[src/rtl/mmu_client_arbiter.sv]
// Shares one MMU alloc/free request FIFO pair between four clients by round-robin, and routes
// MMU responses back to the issuing client, one response in flight per path.
module mmu_client_arbiter #(
  parameter int unsigned NCLI  = 4,
  parameter int unsigned TAG_W = 11,
  parameter int unsigned ID_W  = 13,
  parameter int unsigned CNT_W = 4,
  parameter int unsigned IDX_W = 15,
  parameter int unsigned FR_W  = 2
) (
  input  logic                    clk,
  input  logic                    rst,
  input  logic [NCLI-1:0]         cl_alloc_valid,
  input  logic [NCLI*TAG_W-1:0]   cl_alloc_tag,
  input  logic [NCLI*CNT_W-1:0]   cl_alloc_cnt,
  output logic [NCLI-1:0]         cl_alloc_ready,
  input  logic [NCLI-1:0]         cl_free_valid,
  input  logic [NCLI*TAG_W-1:0]   cl_free_tag,
  input  logic [NCLI*IDX_W-1:0]   cl_free_idx,
  input  logic [NCLI*CNT_W-1:0]   cl_free_cnt,
  output logic [NCLI-1:0]         cl_free_ready,
  output logic                    alloc_req_submit,
  output logic [ID_W-1:0]         alloc_req_id,
  output logic [CNT_W-1:0]        alloc_req_page_count,
  input  logic                    alloc_req_fifo_full,
  output logic                    free_req_submit,
  output logic [ID_W-1:0]         free_req_id,
  output logic [IDX_W-1:0]        free_req_page_idx,
  output logic [CNT_W-1:0]        free_req_page_count,
  input  logic                    free_req_fifo_full,
  output logic                    alloc_rsp_pop,
  input  logic                    alloc_rsp_fifo_not_empty,
  input  logic [ID_W-1:0]         alloc_rsp_id,
  input  logic [IDX_W-1:0]        alloc_rsp_page_idx,
  input  logic                    alloc_rsp_fail,
  input  logic [FR_W-1:0]         alloc_rsp_fail_reason,
  output logic                    free_rsp_pop,
  input  logic                    free_rsp_fifo_not_empty,
  input  logic [ID_W-1:0]         free_rsp_id,
  input  logic                    free_rsp_fail,
  input  logic [FR_W-1:0]         free_rsp_fail_reason,
  output logic [NCLI-1:0]         cl_alloc_rsp_valid,
  output logic [TAG_W-1:0]        cl_alloc_rsp_tag,
  output logic [IDX_W-1:0]        cl_alloc_rsp_page_idx,
  output logic                    cl_alloc_rsp_fail,
  output logic [FR_W-1:0]         cl_alloc_rsp_fail_reason,
  input  logic [NCLI-1:0]         cl_alloc_rsp_ready,
  output logic [NCLI-1:0]         cl_free_rsp_valid,
  output logic [TAG_W-1:0]        cl_free_rsp_tag,
  output logic                    cl_free_rsp_fail,
  output logic [FR_W-1:0]         cl_free_rsp_fail_reason,
  input  logic [NCLI-1:0]         cl_free_rsp_ready
);

  localparam int unsigned CliW = 2;

  typedef enum logic [1:0] {StIdle, StPop, StHold} rsp_st_e;

  // Request arbitration
  logic [CliW-1:0] a_ptr_q, a_ptr_d, f_ptr_q, f_ptr_d;
  logic [CliW-1:0] a_sel, f_sel, a_cand, f_cand;
  logic            a_gnt, f_gnt;

  always_comb begin
    a_gnt  = 1'b0;
    a_sel  = a_ptr_q;
    a_cand = a_ptr_q;
    f_gnt  = 1'b0;
    f_sel  = f_ptr_q;
    f_cand = f_ptr_q;
    for (int unsigned k = 0; k < NCLI; k++) begin
      a_cand = a_ptr_q + CliW'(k);
      if (!a_gnt && cl_alloc_valid[a_cand]) begin
        a_gnt = 1'b1;
        a_sel = a_cand;
      end
      f_cand = f_ptr_q + CliW'(k);
      if (!f_gnt && cl_free_valid[f_cand]) begin
        f_gnt = 1'b1;
        f_sel = f_cand;
      end
    end
    a_gnt   = a_gnt & ~alloc_req_fifo_full & ~rst;
    f_gnt   = f_gnt & ~free_req_fifo_full & ~rst;
    a_ptr_d = a_gnt ? a_sel + CliW'(1) : a_ptr_q;
    f_ptr_d = f_gnt ? f_sel + CliW'(1) : f_ptr_q;
  end

  always_comb begin
    cl_alloc_ready = '0;
    cl_free_ready  = '0;
    for (int unsigned i = 0; i < NCLI; i++) begin
      cl_alloc_ready[i] = a_gnt && (a_sel == CliW'(i));
      cl_free_ready[i]  = f_gnt && (f_sel == CliW'(i));
    end
  end

  assign alloc_req_submit     = a_gnt;
  assign alloc_req_id         = {a_sel, cl_alloc_tag[a_sel*TAG_W +: TAG_W]};
  assign alloc_req_page_count = cl_alloc_cnt[a_sel*CNT_W +: CNT_W];
  assign free_req_submit      = f_gnt;
  assign free_req_id          = {f_sel, cl_free_tag[f_sel*TAG_W +: TAG_W]};
  assign free_req_page_idx    = cl_free_idx[f_sel*IDX_W +: IDX_W];
  assign free_req_page_count  = cl_free_cnt[f_sel*CNT_W +: CNT_W];

  // Response paths: the FIFO read data is only valid the cycle after the pop
  rsp_st_e          ar_st_q, ar_st_d, fr_st_q, fr_st_d;
  logic [ID_W-1:0]  ar_id_q, ar_id_d, fr_id_q, fr_id_d;
  logic [IDX_W-1:0] ar_idx_q, ar_idx_d;
  logic             ar_fail_q, ar_fail_d, fr_fail_q, fr_fail_d;
  logic [FR_W-1:0]  ar_fr_q, ar_fr_d, fr_fr_q, fr_fr_d;
  logic [CliW-1:0]  ar_cli, fr_cli;

  assign ar_cli = ar_id_q[ID_W-1:TAG_W];
  assign fr_cli = fr_id_q[ID_W-1:TAG_W];

  always_comb begin
    ar_st_d   = ar_st_q;
    ar_id_d   = ar_id_q;
    ar_idx_d  = ar_idx_q;
    ar_fail_d = ar_fail_q;
    ar_fr_d   = ar_fr_q;
    unique case (ar_st_q)
      StIdle: if (alloc_rsp_fifo_not_empty) ar_st_d = StPop;
      StPop: begin
        ar_st_d   = StHold;
        ar_id_d   = alloc_rsp_id;
        ar_idx_d  = alloc_rsp_page_idx;
        ar_fail_d = alloc_rsp_fail;
        ar_fr_d   = alloc_rsp_fail_reason;
      end
      StHold: if (cl_alloc_rsp_ready[ar_cli]) ar_st_d = StIdle;
      default: ar_st_d = StIdle;
    endcase
  end

  always_comb begin
    fr_st_d   = fr_st_q;
    fr_id_d   = fr_id_q;
    fr_fail_d = fr_fail_q;
    fr_fr_d   = fr_fr_q;
    unique case (fr_st_q)
      StIdle: if (free_rsp_fifo_not_empty) fr_st_d = StPop;
      StPop: begin
        fr_st_d   = StHold;
        fr_id_d   = free_rsp_id;
        fr_fail_d = free_rsp_fail;
        fr_fr_d   = free_rsp_fail_reason;
      end
      StHold: if (cl_free_rsp_ready[fr_cli]) fr_st_d = StIdle;
      default: fr_st_d = StIdle;
    endcase
  end

  always_ff @(posedge clk) begin
    if (rst) begin
      a_ptr_q   <= '0;
      f_ptr_q   <= '0;
      ar_st_q   <= StIdle;
      ar_id_q   <= '0;
      ar_idx_q  <= '0;
      ar_fail_q <= 1'b0;
      ar_fr_q   <= '0;
      fr_st_q   <= StIdle;
      fr_id_q   <= '0;
      fr_fail_q <= 1'b0;
      fr_fr_q   <= '0;
    end else begin
      a_ptr_q   <= a_ptr_d;
      f_ptr_q   <= f_ptr_d;
      ar_st_q   <= ar_st_d;
      ar_id_q   <= ar_id_d;
      ar_idx_q  <= ar_idx_d;
      ar_fail_q <= ar_fail_d;
      ar_fr_q   <= ar_fr_d;
      fr_st_q   <= fr_st_d;
      fr_id_q   <= fr_id_d;
      fr_fail_q <= fr_fail_d;
      fr_fr_q   <= fr_fr_d;
    end
  end

  assign alloc_rsp_pop = !rst && (ar_st_q == StIdle) && alloc_rsp_fifo_not_empty;
  assign free_rsp_pop  = !rst && (fr_st_q == StIdle) && free_rsp_fifo_not_empty;

  always_comb begin
    cl_alloc_rsp_valid = '0;
    cl_free_rsp_valid  = '0;
    for (int unsigned i = 0; i < NCLI; i++) begin
      cl_alloc_rsp_valid[i] = !rst && (ar_st_q == StHold) && (ar_cli == CliW'(i));
      cl_free_rsp_valid[i]  = !rst && (fr_st_q == StHold) && (fr_cli == CliW'(i));
    end
  end

  assign cl_alloc_rsp_tag         = ar_id_q[TAG_W-1:0];
  assign cl_alloc_rsp_page_idx    = ar_idx_q;
  assign cl_alloc_rsp_fail        = ar_fail_q;
  assign cl_alloc_rsp_fail_reason = ar_fr_q;
  assign cl_free_rsp_tag          = fr_id_q[TAG_W-1:0];
  assign cl_free_rsp_fail         = fr_fail_q;
  assign cl_free_rsp_fail_reason  = fr_fr_q;

endmodule
[config.mk]
export PLATFORM = sky130hd
export DESIGN_NAME = mmu_client_arbiter
export DESIGN_NICKNAME = d
export VERILOG_FILES = /design/src/rtl/mmu_client_arbiter.sv
export SDC_FILE = /design/constraint.sdc
export NUM_CORES = 1
export LEC_CHECK = 0
export CORE_AREA = 3 3 141 143
export CTS_BUF_LIST = sky130_fd_sc_hd__clkbuf_4 sky130_fd_sc_hd__clkbuf_8 sky130_fd_sc_hd__clkbuf_16
export CTS_CLUSTER_DIAMETER = 30
export DETAILED_ROUTE_END_ITERATION = 8
export DIE_AREA = 0 0 144 146
export PLACE_DENSITY = 0.66
export SYNTH_ARGS = -nofsm -noshare
export SYNTH_HDL_FRONTEND = slang
export SYNTH_SLANG_ARGS = --single-unit
[constraint.sdc]
create_clock -name clk -period 2 [get_ports clk]
set_input_delay 0.2 -clock clk [delete_from_list [all_inputs] [get_ports clk]]
set_output_delay 0.2 -clock clk [all_outputs]
set_load 0.01 [all_outputs]
==> impl_metrics.py <==
metrics = {
    "yosys": {
        "avgSynthCellArea_um2": 9.15,
        "synth_compound_area_share_pct": 10.6,
        "mappedNetlistNets": 653,
        "post_synth_fa_ha_maj_area_fraction_pct": 0,
        "synth_xor_xnor_area_share_pct": 0.474,
        "synth_top_area_share_pct": 29.8,
        "synth.mux.area_fraction_pct": 32.1,
        "synth_simple_gate_area_share_pct": 18.2,
        "synthesis.instances": 404,
        "post_synth_main_area_contributors": "sky130_fd_sc_hd__dfxtp_1 (30%), sky130_fd_sc_hd__mux4_2 (17%), sky130_fd_sc_hd__mux2i_1 (12%), sky130_fd_sc_hd__nand2_1 (10%), sky130_fd_sc_hd__a21oi_1 (7.3%)",
        "synth_top_family_by_area": "multiplexers",
        "synth_area_leader_cell": "sky130_fd_sc_hd__dfxtp_1",
        "post_synth_instance_area_um2": 3690,
        "yosys_warnings": 0,
        "number_of_different_library_cells_in_the_post_synthesis_netlist": 37,
        "ys_seq_area_share_pct": 29.8,
        "synth.ff_latch_count": 55,
    },
    "floorplan": {
        "floorplan.io_pins": 361,
        "die_w_um": 144,
        "placementRows": 50,
        "die_height_um": 146,
        "initial_utilization_pct": 19.8,
        "design.core.area_um2": 18700,
        "die_area_um2": 21000,
    },
    "sta": {
        "finClkSkew_ps": 14.1,
        "worst_slew_margin_rel_pct": 53.7,
        "maxClockFrequency_mhz": 424,
        "max_slew.worst_pin.slew_ps": 694,
        "unrepaired_setup_endpoints_after_global_routing": "true",
        "timing_max_transition_violations_final": 0,
        "finalHoldWorstSlack_ps": 247,
        "setup_violations": 53,
        "final_min_period_over_clock_period_pct": 118,
        "hold_violations": 0,
        "finalWorstSetupSlack_ps": -360,
        "totalNegativeSetupSlack_ps": -12430,
        "final_period_minus_worst_setup_slack_ps": 2360,
    },
    "grt": {
        "antenna_found_initial": 1,
        "grt_pass1_wl_um": 27200,
        "overflow": 0,
        "pin_count_of_the_biggest_net_entering_global_routing": 33,
        "gr-usage-all-layers_pct": 16.9,
        "vias_in_the_first_global_route": 4813,
    },
    "worst_hold_path": {
        "holdPathEnd": "f_ptr_q[1]$_SDFFE_PP0P_",
        "hp-class": "primary input to flip-flop",
        "min-delay-start": "rst",
        "hold-path-cell-count": 2,
    },
    "route": {
        "wirelength_um": 19400,
        "routed-via-count": 4590,
        "post_drt_via_cell_ratio": 4.48,
        "drtIter0Drc": 136,
        "drt.antenna.violating_nets": 0,
        "drt-wirelength-per-cell_um": 18.9,
        "drtPass1Iterations": 4,
        "drc": 0,
    },
    "finish": {
        "nFillCells": 1853,
        "diodes": 0,
        "num-nets-final": 1039,
        "area_taken_by_flip_flops_and_latches_um2": 1110,
        "layout-area-overhead-vs-synth_pct": 127,
        "combined_area_of_the_multi_input_logic_cells_um2": 2420,
        "final_cells": 1025,
        "post_route_cells_drive_above_1_share_pct": 26.5,
    },
    "cts": {
        "worst_setup_hold_path_clk_slew_ps": 80,
        "post_cts_hold_buffer_count": 0,
        "tritoncts.num_buffers": 5,
        "insertion_delay_to_the_later_sink_of_the_worst_skew_pair_ps": 310,
        "cts.sink_count": 55,
        "tritoncts_clock_tree": "yes",
        "cts_max_path_buffers": 2,
        "cts.root.buffer_cell": "sky130_fd_sc_hd__clkbuf_16",
        "cts_htree_levels": 2,
    },
    "placed_design": {
        "dp_slack_ps": -772,
        "final_weighted_congestion_of_routability_driven_global_placement": 0.847,
        "place.detailed.instances": 978,
        "buffer_ports.inserted": 360,
        "dp_hpwl_um": 14400,
    },
    "run_status": {
        "outcome": "finished with violations",
        "violations": "negative setup slack",
    },
    "critical_path": {
        "worstPathArrival_ps": 2160,
        "crit_required_ps": 1800,
        "setup.worst_path.class": "flip-flop to output pin",
        "worstRegToRegCells": 12,
        "r2r-start": "f_ptr_q[1]$_SDFFE_PP0P_",
        "largest_fanout_on_the_critical_path": 6,
        "critPathCaptureType": "output pin",
        "r2r_end": "f_ptr_q[1]$_SDFFE_PP0P_",
        "worstSetupStartpointType": "flip-flop",
        "r2r_setup_slack_ps": 160,
    },
    "power": {
        "cellPowerDensity_nw_per_um2": 523,
        "vdd.ir_drop.worst_v": 0.000344,
        "power.leakage_uw": 0.00327,
    },
    "job": {
        "cap_violations": 0,
    },
}
==> worst max path at each step <==
stage	end	start	cells past startpoint	slack (ps)
detailed placement	free_req_page_idx[10]	cl_free_valid[0]	7	-770
global route	free_req_page_count[3]	f_ptr_q[1]$_SDFFE_PP0P_	9	-420
global placement	free_req_page_idx[10]	cl_free_valid[0]	7	-730
floorplan	free_req_id[10]	f_ptr_q[1]$_SDFFE_PP0P_	5	210
finish	free_req_page_idx[2]	f_ptr_q[1]$_SDFFE_PP0P_	9	-360
CTS	free_req_page_idx[5]	f_ptr_q[1]$_SDFFE_PP0P_	10	-440
==> flip-flops by register name, indices dropped and copies added, names as in the netlist <==
signal                    count
cl_alloc_rsp_fail_reason      2
ar_st_q                       2
fr_id_q                      13
ar_id_q                      13
cl_free_rsp_fail              1
fr_st_q                       2
f_ptr_q                       2
cl_alloc_rsp_page_idx        15
cl_alloc_rsp_fail             1
a_ptr_q                       2
cl_free_rsp_fail_reason       2
==> cell usage in the layout (no fill, tap or decap), drive strengths merged, types with 2 or more instances in the layout <==
| master | n |
|---|---|
| xnor2 | 2 |
| nor4 | 2 |
| nor2 | 10 |
| or3b | 2 |
| and4 | 2 |
| clkbuf | 7 |
| mux4 | 32 |
| nor3 | 4 |
| buf | 126 |
| o21ai | 6 |
| nand2b | 2 |
| a211oi | 4 |
| nor4b | 4 |
| dlymetal6s2s | 4 |
| dfxtp | 55 |
| clkdlybuf4s50 | 291 |
| a21oi | 54 |
| mux2i | 45 |
| nor3b | 6 |
| dlygate4sd2 | 7 |
| nand2 | 102 |
| and3 | 3 |
| inv | 6 |
| nor2b | 7 |
==> cells by family (layout without fill, tap and decap cells) <==
family | count (synthesis) | count (layout)
XOR/XNOR | 2 | 2
AO/OA/AOI/OAI | 68 | 68
buffers and inverters | 55 | 442
flip-flops | 55 | 55
multiplexers | 77 | 77
AND/OR/NAND/NOR | 147 | 147
==> metal layers <==
layer / routed length [µm] / track usage (%) / up-vias
met5: 13 / 0 / -
met4: 396 / 4.80 / 2
met3: 2140 / 6.21 / 23
met2: 10600 / 34.1 / 241
met1: 6230 / 15.1 / 2130
li1: - / - / 2194
==> critical path: stages, from the launching register on <==
cell and delay [ps]:
sky130_fd_sc_hd__dfxtp_2 340, sky130_fd_sc_hd__buf_4 130, sky130_fd_sc_hd__buf_6 120, sky130_fd_sc_hd__or2_4 230, sky130_fd_sc_hd__a21oi_4 170, sky130_fd_sc_hd__o31ai_4 90, sky130_fd_sc_hd__buf_6 180, sky130_fd_sc_hd__buf_12 140
sky130_fd_sc_hd__mux4_2 300, sky130_fd_sc_hd__buf_6 140
==> synth_stat cells <==
cell type and instances:
sky130_fd_sc_hd__nand2_1 102, sky130_fd_sc_hd__dfxtp_1 55, sky130_fd_sc_hd__a21oi_1 54, sky130_fd_sc_hd__mux2i_1 45, sky130_fd_sc_hd__mux4_2 28, sky130_fd_sc_hd__buf_4 24
sky130_fd_sc_hd__clkbuf_1 15, sky130_fd_sc_hd__nor2_1 10, sky130_fd_sc_hd__buf_2 7, sky130_fd_sc_hd__nor2b_1 6, sky130_fd_sc_hd__nor3b_1 6, sky130_fd_sc_hd__mux4_1 4
sky130_fd_sc_hd__nor4b_1 4, sky130_fd_sc_hd__o21ai_0 4, sky130_fd_sc_hd__a211oi_1 3, sky130_fd_sc_hd__and3_1 3, sky130_fd_sc_hd__buf_6 3, sky130_fd_sc_hd__inv_1 3
sky130_fd_sc_hd__nor3_1 3, sky130_fd_sc_hd__and4_1 2, sky130_fd_sc_hd__buf_1 2, sky130_fd_sc_hd__nand2b_1 2, sky130_fd_sc_hd__nor4_1 2, sky130_fd_sc_hd__o21ai_1 2
sky130_fd_sc_hd__or3b_2 2, sky130_fd_sc_hd__xnor2_1 2, sky130_fd_sc_hd__a211oi_2 1, sky130_fd_sc_hd__a21o_1 1, sky130_fd_sc_hd__and3b_1 1, sky130_fd_sc_hd__inv_2 1
sky130_fd_sc_hd__nor2b_2 1, sky130_fd_sc_hd__nor3_2 1, sky130_fd_sc_hd__o221a_2 1, sky130_fd_sc_hd__o221ai_2 1, sky130_fd_sc_hd__o31ai_4 1, sky130_fd_sc_hd__or2_2 1
sky130_fd_sc_hd__or3_1 1
==> repair_timing <==
| item | 4_1_cts | 5_1_grt |
|---|---|---|
| setup buffers | 31 | 8 |
| pin swaps | 7 | 11 |
| endpoints found under the setup margin | 61 | 60 |
| cloned | 8 | 2 |
| resized for setup | 316 | 52 |
==> area by class of cell <==
cell class | instances | share of cell area, %
multi-input cells | 294 | 28.8
clock buffers | 5 | 1.49
flip-flops and latches | 55 | 13.2
clock inverters | 3 | 0.403
repair buffers | 430 | 52.4
well taps | 234 | 3.49
inverters | 4 | 0.209
==> report_power, final <==
part | internal (µW) | switching [µW]
combinational | 1410 | 808
sequential | 1150 | 41.2
clock | 487 | 484
==> per-stage QoR <==
stage / util, % / area (µm²) / power (µW)
after detailed placement: 40.7 / 7610 / 3120
after global placement: 40.7 / 7610 / 3110
after global routing: 44.8 / 8390 / 4610
final: 44.8 / 8390 / 4380
after floorplan: - / 3690 / 1980
after CTS: 44.1 / 8250 / 4400
(Power assumes the default switching activity.)
